--- config.mk ---
export PLATFORM = sky130hd
export DESIGN_NAME = timer_counter_n
export DESIGN_NICKNAME = d
export VERILOG_FILES = /design/src/rtl/timer_counter_n.sv
export SDC_FILE = /design/constraint.sdc
export NUM_CORES = 1
export LEC_CHECK = 0
export ABC_AREA = 1
export BUFFER_PORTS_ARGS = -buffer_cell sky130_fd_sc_hd__buf_2
export CORE_UTILIZATION = 35
export DETAILED_ROUTE_END_ITERATION = 8
export SLEW_MARGIN = 20
export SYNTH_ARGS = -nofsm -noshare
export SYNTH_HDL_FRONTEND = slang
export SYNTH_SLANG_ARGS = --single-unit
--- constraint.sdc ---
create_clock -name clk -period 1.6 [get_ports clk]
set_input_delay 0.32 -clock clk [delete_from_list [all_inputs] [get_ports clk]]
set_output_delay 0.32 -clock clk [all_outputs]
set_load 0.02 [all_outputs]
--- src/rtl/timer_counter_n.sv ---
`default_nettype none
// ============================================================================
// Module   : timer_counter_n
// Purpose  : Up/down timer counter with a load strobe, a reload shadow and
//            three sticky flags: overflow, underflow and compare match.
//            A count step ("tick") happens only when enable and clk_ena are
//            both high. A load takes priority over a tick.
// Ports    : clk, rst_n          - clock; asynchronous active-low reset
//            clk_ena            - tick qualifier from the prescaler
//            start_value        - value loaded into the counter and shadow
//            up_down            - 1 = count up, 0 = count down
//            load, enable       - load strobe, count enable
//            auto_reload        - on wrap, 1 = reload shadow, 0 = free-run
//            compare_value      - compare-match target
//            clr_overflow/underflow/compare - sticky flag clears
//            count              - registered counter value
//            overflow, underflow, compare_match - sticky flags
// Revision : 1.0 - initial release
// ============================================================================
module timer_counter_n #(
  parameter int WIDTH = 8
) (
  input  logic             clk,
  input  logic             rst_n,
  input  logic             clk_ena,
  input  logic [WIDTH-1:0] start_value,
  input  logic             up_down,
  input  logic             load,
  input  logic             enable,
  input  logic             auto_reload,
  input  logic [WIDTH-1:0] compare_value,
  input  logic             clr_overflow,
  input  logic             clr_underflow,
  input  logic             clr_compare,
  output logic [WIDTH-1:0] count,
  output logic             overflow,
  output logic             underflow,
  output logic             compare_match
);

  localparam logic [WIDTH-1:0] c_max  = {WIDTH{1'b1}};
  localparam logic [WIDTH-1:0] c_zero = {WIDTH{1'b0}};
  localparam logic [WIDTH-1:0] c_one  = WIDTH'(1);

  logic [WIDTH-1:0] r_count;
  logic [WIDTH-1:0] r_shadow;
  logic             r_overflow;
  logic             r_underflow;
  logic             r_compare;

  logic [WIDTH-1:0] w_count_next;
  logic             w_tick;
  logic             w_ov_set;
  logic             w_un_set;
  logic             w_cm_set;

  // A load suppresses the tick on the same edge.
  assign w_tick = enable & clk_ena & ~load;

  always_comb begin
    w_count_next = r_count;
    w_ov_set     = 1'b0;
    w_un_set     = 1'b0;
    if (load) begin
      w_count_next = start_value;
    end else if (w_tick) begin
      if (up_down) begin
        if (r_count == c_max) begin
          w_count_next = auto_reload ? r_shadow : c_zero;
          w_ov_set     = 1'b1;
        end else begin
          w_count_next = r_count + c_one;
        end
      end else begin
        if (r_count == c_zero) begin
          w_count_next = auto_reload ? r_shadow : c_max;
          w_un_set     = 1'b1;
        end else begin
          w_count_next = r_count - c_one;
        end
      end
    end
  end

  // Compare is evaluated against the value the counter is about to take,
  // and only on edges that actually update the counter.
  assign w_cm_set = (load | w_tick) & (w_count_next == compare_value);

  // Flags: a set on the same edge as a clear wins, so no event is lost.
  always_ff @(posedge clk or negedge rst_n) begin
    if (!rst_n) begin
      r_count     <= c_zero;
      r_shadow    <= c_zero;
      r_overflow  <= 1'b0;
      r_underflow <= 1'b0;
      r_compare   <= 1'b0;
    end else begin
      r_count     <= w_count_next;
      if (load) begin
        r_shadow <= start_value;
      end
      r_overflow  <= w_ov_set | (r_overflow  & ~clr_overflow);
      r_underflow <= w_un_set | (r_underflow & ~clr_underflow);
      r_compare   <= w_cm_set | (r_compare   & ~clr_compare);
    end
  end

  assign count         = r_count;
  assign overflow      = r_overflow;
  assign underflow     = r_underflow;
  assign compare_match = r_compare;

endmodule
`default_nettype wire

==> metrics <==
outcome=complete, but fails checks; violated checks=DRC, hold timing, setup timing; Sw Pwr=673.4 uW; R2R Setup Slk=-270 ps; clock buffer depth=2; Hold Fails Final Rpt=10; Yosys warning total=0; Placeable Area=0.004504 mm^2; Crit. path cell count=14; dpl hpwl=4254 um; Cell Area, Synth=0.001685 mm^2; # H-tree levels=1; RSZ-0062 raised after global routing=true; Rel. slew slack=68.93%; # diodes=0; WP data arrival=2070 ps; Total Routing Usage GR=22.90%; Layout Skew=12.36 ps; largest delay contributor family on the critical path=simple AND/OR/NAND/NOR gates; Worst-Margin Slew=466.0 ps; Placed Cells incl. Taps=397; Crit Reg-Reg Startpoint=count[1]; CTS buffer count=3; CP bufs+invs=1; First DRT Iteration DRCs=152; sequential share of the synthesized area=28.21%; peak supply drop=311.3 uV; instance area at placement=0.002221 mm^2; Die X=71.39 um; crit end category=register; CTS tree=built; Max FO, Critical Path=6; share of cells above drive strength 1=41.67%; Slowest cell on crit path=dfrtp_2; Async SR Flop Fraction=100.0%; Post-Layout Cell Count=412; ys flop type=dfrtp_1; max-cap violation count=0; clk sinks=19; initial antenna violation count=0; Root Driver=clkbuf_8; die area=0.005097 mm^2; Finish-stage setup viols=4; Internal=1.045 mW; Pre-Repair DR Iteration Count=6; kind of critical path=reg2reg; post-route design area=0.002531 mm^2; fin worst setup slack=-269.3 ps; worst reg-to-reg path cell count=14; Netlist cell types=21; switching share of total power=39.19%; Layout Nets=390; I/O Buffers=36; Mapped Cells=275; GRT Residual Overflow=0; Post-synth EDFFs=0; CP dominant cell by count=nand2_1; clk_lat worst skew=270 ps; vias in the first global route=1863; Clock power frac=21.3%; die span in y=71.39 um; #FFs+latches synth=19; Area contributors post-synth=dfrtp_1, nand2_1, inv_1, nand3_1, nand4_1; Setup Total Neg Slack=-526.8 ps; CP peak stage delay=430 ps; leak pwr=1.377 nW; Final Cycle Share=116.8%; FMAX=535.0 MHz; Syn Area/Cell=6.129 um^2; area grow syn2layout=50.19%; Gate power share=44.7%; Power Density=678.8 mW/mm^2; CP Launch Type=register; starting density of the core=37.42%; sequential share of power=34.0%; synth cell count leaders=nand2_1, inv_1, nand3_1; Tmin final=1869 ps; count leader, synth=nand2_1; WL final=5445 um; reg2reg end=compare_match; first-pass GRT wire length=9073 um; pin count of the biggest net entering global routing=20; Slew Limit Fails=0; DR WL/cell=13.22 um; worst hold slack=-9.698 ps; worst min-delay path category=in2async; CP Cell Sequence=ha_4, nand2_4, nor2_4, buf_6, nand4_1, nand3_2, nand3_2, nand2_1, nand2_1, nor2_2, nand2_2, nor2_2, nand2_1, nand2_1; CP Data Required Time=1800 ps; num rows=24; I/O pin total=37; routed vias/inst=4.825; CTS clk-pin slew, worst paths=90 ps; gp weighted congestion=0.9100; Finished Core Util=56.19%; DRC errors left=1; post-route ant nets=0; share of the synthesized area in the top cell type=28.21%; net count after synthesis=304; leading area contributor after synthesis=dfrtp_1; via count=1988
[state kept, by name, indices dropped and copies added (netlist names)]
signal,cells
underflow,1
r_shadow,8
overflow,1
count,8
compare_match,1
[logic make-up (layout without fill, tap and decap cells)]
group / count (synthesis) / count (layout) / share of synthesized area (%)
AND/OR/NAND/NOR: 181 / 181 / 49.29
buffers and inverters: 52 / 137 / 13.07
flip-flops: 19 / 19 / 28.21
AO/OA/AOI/OAI: 18 / 18 / 6.161
adder cells (fa/ha/maj): 3 / 3 / 2.227
XOR/XNOR: 2 / 2 / 1.040
[through the flow]
step / total power, mW / worst slack [ps]
final: 1.718 / -269.3
after global routing: 1.826 / -399.6
after CTS: 1.656 / -265.4
after detailed placement: 1.259 / -309.5
after global placement: 1.254 / -334.6
after floorplan: 0.9704 / -79.92
[per-layer routing]
layer | GRT usage (%) | vias to the layer above | part of all wire (%)
li1 | - | 1039 | -
met1 | 33.27 | 884 | 49
met2 | 36.51 | 58 | 45
met3 | 2.391 | 7 | 5.1
met4 | 5.556 | 0 | 1.1
met5 | 0 | - | 0
[how the worst max path moves through the flow]
stage	startpoint	end	slack, ps
3_3_place_gp	count[0]	compare_match	-330
6_report	count[1]	compare_match	-270
4_1_cts	count[1]	compare_match	-270
3_5_place_dp	count[0]	compare_match	-310
2_1_floorplan	count[0]	compare_match	-80
5_1_grt	count[0]	compare_match	-400
[power by group through the flow]
stage | clock (mW) | sequential (mW) | combinational [mW]
after floorplan | 0 | 0.606 | 0.364
after global placement | 0 | 0.590 | 0.663
after detailed placement | 0 | 0.591 | 0.667
after CTS | 0.364 | 0.581 | 0.710
after global routing | 0.391 | 0.591 | 0.845
final | 0.365 | 0.584 | 0.769
[cell type report]
type                       count  area [um^2]
timing repair buffer          87        585.6
multi-input combinational    204         1177
sequential                    19        480.5
tap                           52        65.06
inverter                      46        177.7
fill                         433         1973
clock buffer                   4        45.04
[worst register-to-register path: cells and delay by family, from the launching register on]
kind | cells | cell delay, ps
adder cells (fa/ha/maj) | 1 | 170
buffers and inverters | 1 | 140
AND/OR/NAND/NOR | 12 | 1070
flip-flops | 1 | 430
[layout by cell type (no fill, tap or decap), drive strengths merged]
master  netlist  final
inv          46     46
o21ai         5      5
xnor2         2      2
dfrtp        19     19
o211ai        1      1
clkbuf        1      4
buf           5     87
nand2       104    104
nand3        33     33
nand3b        4      4
a21oi         3      3
nand4        13     13
nor2         27     27
o22ai         9      9
ha            3      3
[repair_timing]
action                                  4_1_cts  5_1_grt
endpoints found under the setup margin        4        7
buffers inserted                              4        9
hold buffers                                  0        0
gates resized for setup                      26       28
pin swaps                                    10       20
Note: power is estimated with default switching activity, not from simulation.
